<file path="src/rtl/game_pkg.sv">
// Shared types and constants for the game-over banner overlay.
package game_pkg;

  localparam int unsigned ROW_W  = 9;
  localparam int unsigned COL_W  = 10;
  localparam int unsigned PIX_W  = 12;
  // Wide enough that TOP+H and LEFT+W cannot overflow in the window compare.
  localparam int unsigned CMP_W  = 11;

  localparam int unsigned LEFT      = 220;
  localparam int unsigned TOP       = 204;
  localparam int unsigned W         = 198;
  localparam int unsigned H         = 71;
  localparam logic [PIX_W-1:0] BG_COLOR = 12'hfff;

  localparam int unsigned BLINK_ON  = 30;
  localparam int unsigned BLINK_OFF = 15;
  localparam int unsigned LOCKOUT   = 60;

  localparam int unsigned FCNT_W = 6;  // holds 0..LOCKOUT
  localparam int unsigned PCNT_W = 5;  // holds 0..BLINK_ON-1

  typedef enum logic [1:0] {
    ST_IDLE = 2'd0,
    ST_RUN  = 2'd1,
    ST_OVER = 2'd2
  } state_t;

endpackage

</file>
<file path="src/rtl/blink_timer.sv">
// Frame-based lockout counter and banner blink phase for the OVER state.
// Ports: clk, rst_n; clear (hold counters at start values); frame_tick
// (advance once per frame); phase_on (banner visible phase);
// lockout_done (jump lockout elapsed).
module blink_timer
  import game_pkg::*;
(
  input  logic clk,
  input  logic rst_n,
  input  logic clear,
  input  logic frame_tick,
  output logic phase_on,
  output logic lockout_done
);

  logic [FCNT_W-1:0] r_fcnt;
  logic [PCNT_W-1:0] r_pcnt;
  logic              r_phase_off;  // 0 = ON, so reset/clear land in the ON phase
  logic              w_pcnt_last;

  assign w_pcnt_last = r_phase_off ? (r_pcnt == PCNT_W'(BLINK_OFF - 1))
                                   : (r_pcnt == PCNT_W'(BLINK_ON - 1));

  // Counters only move on frame_tick so the banner never tears mid-frame.
  always_ff @(posedge clk or negedge rst_n) begin
    if (!rst_n) begin
      r_fcnt      <= '0;
      r_pcnt      <= '0;
      r_phase_off <= 1'b0;
    end else if (clear) begin
      r_fcnt      <= '0;
      r_pcnt      <= '0;
      r_phase_off <= 1'b0;
    end else if (frame_tick) begin
      if (r_fcnt != FCNT_W'(LOCKOUT)) r_fcnt <= r_fcnt + FCNT_W'(1);
      if (w_pcnt_last) begin
        r_pcnt      <= '0;
        r_phase_off <= ~r_phase_off;
      end else begin
        r_pcnt      <= r_pcnt + PCNT_W'(1);
      end
    end
  end

  assign phase_on     = ~r_phase_off;
  assign lockout_done = (r_fcnt == FCNT_W'(LOCKOUT));

endmodule

</file>
<file path="src/rtl/game_overlay_ctrl.sv">
// Game-state sequencer (IDLE/RUN/OVER) and game-over banner compositor.
// Ports: clk, rst_n; frame_tick, collide, jump (game events); row, col
// (scan position); game_pix, banner_pix (colours, 1 cycle after row/col);
// d_out (composited colour, 2 cycles after row/col); run_en, score_clr,
// state (registered game-state outputs).
module game_overlay_ctrl
  import game_pkg::*;
(
  input  logic             clk,
  input  logic             rst_n,
  input  logic             frame_tick,
  input  logic             collide,
  input  logic             jump,
  input  logic [ROW_W-1:0] row,
  input  logic [COL_W-1:0] col,
  input  logic [PIX_W-1:0] game_pix,
  input  logic [PIX_W-1:0] banner_pix,
  output logic [PIX_W-1:0] d_out,
  output logic             run_en,
  output logic             score_clr,
  output logic [1:0]       state
);

  state_t            r_state;
  state_t            w_state_nxt;
  logic              r_run_en;
  logic              r_score_clr;
  logic              r_win_d1;
  logic [PIX_W-1:0]  r_d_out;
  logic              w_in_win;
  logic              w_phase_on;
  logic              w_lockout_done;
  logic              w_timer_clr;
  logic              w_show;
  logic [CMP_W-1:0]  w_row_x;
  logic [CMP_W-1:0]  w_col_x;

  // Timer is held at its entry values outside OVER, so entering OVER
  // always starts with fcnt=0 and the banner in its visible phase.
  assign w_timer_clr = (r_state != ST_OVER);

  blink_timer u_blink_timer (
    .clk          (clk),
    .rst_n        (rst_n),
    .clear        (w_timer_clr),
    .frame_tick   (frame_tick),
    .phase_on     (w_phase_on),
    .lockout_done (w_lockout_done)
  );

  // Next-state logic; in RUN a collision takes priority over jump.
  always_comb begin
    w_state_nxt = r_state;
    case (r_state)
      ST_IDLE: if (jump)                   w_state_nxt = ST_RUN;
      ST_RUN:  if (collide)                w_state_nxt = ST_OVER;
      ST_OVER: if (jump && w_lockout_done) w_state_nxt = ST_RUN;
      default:                             w_state_nxt = ST_IDLE;
    endcase
  end

  // State register plus registered run_en / score_clr derived from next state.
  always_ff @(posedge clk or negedge rst_n) begin
    if (!rst_n) begin
      r_state     <= ST_IDLE;
      r_run_en    <= 1'b0;
      r_score_clr <= 1'b0;
    end else begin
      r_state     <= w_state_nxt;
      r_run_en    <= (w_state_nxt == ST_RUN);
      r_score_clr <= (w_state_nxt == ST_RUN) && (r_state != ST_RUN);
    end
  end

  // Banner window; widened operands keep TOP+H / LEFT+W from wrapping.
  assign w_row_x  = CMP_W'(row);
  assign w_col_x  = CMP_W'(col);
  assign w_in_win = (w_row_x >= CMP_W'(TOP))  && (w_row_x < CMP_W'(TOP + H)) &&
                    (w_col_x >= CMP_W'(LEFT)) && (w_col_x < CMP_W'(LEFT + W));

  assign w_show = (r_state == ST_OVER) && w_phase_on && r_win_d1 &&
                  (banner_pix != BG_COLOR);

  // Two-stage pipeline: window delayed to meet the ROM/game pixels, then mux.
  always_ff @(posedge clk or negedge rst_n) begin
    if (!rst_n) begin
      r_win_d1 <= 1'b0;
      r_d_out  <= '0;
    end else begin
      r_win_d1 <= w_in_win;
      r_d_out  <= w_show ? banner_pix : game_pix;
    end
  end

  assign d_out     = r_d_out;
  assign run_en    = r_run_en;
  assign score_clr = r_score_clr;
  assign state     = r_state;

endmodule
</file>
<file path="config.mk">
export PLATFORM = sky130hd
export DESIGN_NAME = game_overlay_ctrl
export DESIGN_NICKNAME = d
export VERILOG_FILES = /design/src/rtl/game_pkg.sv /design/src/rtl/blink_timer.sv /design/src/rtl/game_overlay_ctrl.sv
export SDC_FILE = /design/constraint.sdc
export NUM_CORES = 1
export LEC_CHECK = 0
export BUFFER_PORTS_ARGS = -buffer_cell sky130_fd_sc_hd__buf_2
export CAP_MARGIN = 10
export CORE_MARGIN = 5
export CORE_UTILIZATION = 47
export CTS_CLUSTER_DIAMETER = 80
export DETAILED_ROUTE_END_ITERATION = 16
export GPL_ROUTABILITY_DRIVEN = 1
export HOLD_SLACK_MARGIN = 0.02
export PLACE_DENSITY = 0.79
export SLEW_MARGIN = 20
export SYNTH_ARGS = -nofsm -noshare
export SYNTH_HDL_FRONTEND = slang
export SYNTH_SLANG_ARGS = --single-unit
export TNS_END_PERCENT = 5
</file>
<file path="constraint.sdc">
create_clock -name clk -period 1.9 [get_ports clk]
set_input_delay 0.38 -clock clk [delete_from_list [all_inputs] [get_ports clk]]
set_output_delay 0.38 -clock clk [all_outputs]
set_load 0.02 [all_outputs]
</file>
==> results.ini <==
[logic_synthesis]
synth_xor_area_frac = 0
synthAdderAreaFrac = 0.0251
yosysMostFrequentCell = dfrtp_1
synth.net_count = 188
synth_area_leader_cell = dfrtp_1
synth_commonest_cells = dfrtp_1, nand2_1, mux2_2, o21ai_0, mux2i_1
ys_seq_area_frac = 0.485
synth_edf_count = 0
ys_ff_latch = 29
synthArstFlopShare = 1.00
synth_warnings = 0
synth.avg_cell_area_um2 = 10.9
synth_cells = 137
synth-simple-area-share = 0.195
syn_area_um2 = 1500
synth-compound-area-share = 0.165
synthFlopType = dfrtp_1
synth_area_leaders = dfrtp_1, mux2_2, mux2i_1
synth_top_area_frac = 0.485
synth_top_family_by_area = simple AND/OR/NAND/NOR gates
synth.distinct_cells = 39
muxShareOfSynthArea = 0.107

[floorplan]
die_h_um = 66.4
die_w_um = 66.4
row_count = 20
core_um2 = 3050
die_area_um2 = 4410
initial_core_util = 0.490
ios = 64

[route]
drtIter0Drc = 91
drc = 0
ant_nets = 0
via_per_inst = 5.50
dr_total_vias = 1380
wl_per_cell_um = 14.6
first_pass_iters = 4
routed_wl_mm = 3.66

[placement]
dp_cells = 243
hpwl_mm = 2.95
port-buffer-count = 62
dpl_cell_area_um2 = 1860
preCtsSetupSlack_ns = 0.260
place.gp.congestion = 0.849

[pwr]
irDropWorstVdd_mv = 0.553
p_per_area_nw_per_um2 = 853
power_leakage_nw = 0.905
power_mw = 1.66

[worst_setup_path]
end_kind = register
rrSetupSlack_ns = 0.35
setup.worst_path.class = register to register
critPathMaxFanout = 8
r2r-start = state[0]
worst_setup_path_start_kind = register
r2r_end = u_blink_timer.r_pcnt[3]
worst-r2r-cell-count = 3
cp.required_ns = 2.13
worstPathArrival_ns = 1.78

[timing]
slew_headroom = 0.586
rsz0062_at_grt = no
post-route-period-util = 0.814
tns_ns = 0
tightest_slew_ns = 0.621
setup_ws_ns = 0.353
final-setup-viol-count = 0
finalClockSkew_ns = 0.00735
slew_violations = 0
worst_hold_slack_ns = 0.0504
finalHoldViolations = 0
fin_crit_ns = 1.55
fmax_mhz = 647

[final_layout]
final_core_util = 0.638
num-nets-final = 257
diodes = 0
multi_input_area_um2 = 736
fillers = 258
ff_latch_area_um2 = 726
drive_gt1_frac = 0.401
stdcell_count = 251
area_delta_synth_final_pct = 30.2
final_area_um2 = 1950

[clock_tree]
postCtsHoldBufs = 0
cts_tree = done
cts_root_buf = clkbuf_4
clkLatencyLatePin_ns = 0.33
cts_buffers = 5
cts_setup_buffers = 0
clk_pin_slew_worst_paths_ns = 0.10
htreeDepth = 2
cts.sinks = 29
post_cts_resized = 0
cts_buffer_depth = 2

[hold_path]
worstHoldPathType = input pin to asynchronous set/reset pin

[run_status]
status = finished clean

[grt]
grt_pass1_vias = 1416
grt-ovfl-total = 0
grt_max_degree = 30
grtUsageTotal = 0.176
antenna_found_initial = 0
grt_pass1_wl_mm = 5.89

[job]
max-cap-violations = 0

where the power goes:
part	switching (mW)	total (mW)	leakage (nW)	internal, mW
sequential	0.0625	0.743	0.371	0.680
combinational	0.239	0.408	0.492	0.168
clock	0.232	0.511	0.0414	0.278
total	0.534	1.66	0.905	1.13
per-layer routing:
layer  part of all wire  vias up  global-route usage
li1                   -      661                   -
met1               0.36      662               0.177
met2               0.55       49               0.321
met3              0.061        8              0.0408
met4              0.024        0               0.112
met5                  0        -                   0
layout make-up:
| type | count | share of cell area |
|---|---|---|
| multi-input cells | 100 | 0.378 |
| clock buffers | 5 | 0.0193 |
| repair buffers | 64 | 0.167 |
| clock inverters | 3 | 0.0238 |
| flip-flops and latches | 29 | 0.373 |
| well taps | 44 | 0.0283 |
| inverters | 6 | 0.0116 |
placed cells by master (no fill, tap or decap), types with 2 or more instances in the layout:
| master | netlist | layout |
|---|---|---|
| nand3_1 | 4 | 4 |
| nand2b_1 | 3 | 3 |
| dfrtp_1 | 29 | 29 |
| mux2i_1 | 7 | 7 |
| nand4bb_1 | 2 | 2 |
| inv_1 | 6 | 6 |
| ha_1 | 3 | 3 |
| o21ai_0 | 8 | 8 |
| nor4_1 | 2 | 2 |
| nand2_1 | 13 | 13 |
| buf_2 | 1 | 62 |
| nand4_1 | 3 | 3 |
| mux2_2 | 8 | 8 |
| or3_1 | 4 | 4 |
| a211oi_1 | 5 | 5 |
| clkbuf_4 | 0 | 5 |
| buf_4 | 1 | 2 |
| a21oi_1 | 6 | 6 |
| a31oi_1 | 6 | 6 |
| nor3b_1 | 5 | 5 |
| and4_1 | 2 | 2 |
sequential cells by signal (all words and copies together), names as in the netlist:
signal,cells
score_clr,1
u_blink_timer.r_fcnt,6
d_out,12
run_en,1
state,2
u_blink_timer.r_pcnt,5
r_win_d1,1
u_blink_timer.r_phase_off,1
critical path: stages (launching register included):
cell and delay, ns:
dfrtp_1 0.47, nor3b_1 0.54, o21ai_0 0.18, a211oi_1 0.26
worst max-delay path by stage:
stage | start | endpoint | slack (ns) | cells after the start
3_5_place_dp | banner_pix[10] | d_out[6] | 0.26 | 4
2_1_floorplan | state[0] | d_out[0] | 0.41 | 4
6_report | state[0] | u_blink_timer.r_pcnt[3] | 0.35 | 3
3_3_place_gp | banner_pix[3] | d_out[5] | 0.30 | 4
4_1_cts | state[0] | u_blink_timer.r_pcnt[3] | 0.37 | 3
5_1_grt | state[1] | u_blink_timer.r_pcnt[3] | 0.20 | 3
logic make-up after synthesis:
| group | after synthesis |
|---|---|
| muxes | 15 |
| and+or+nand+nor | 47 |
| DFF | 29 |
| AOI/OAI and AO/OA | 35 |
| buffers and inverters | 8 |
| adders and majority gates | 3 |
Power figures use the tool's default switching activity.
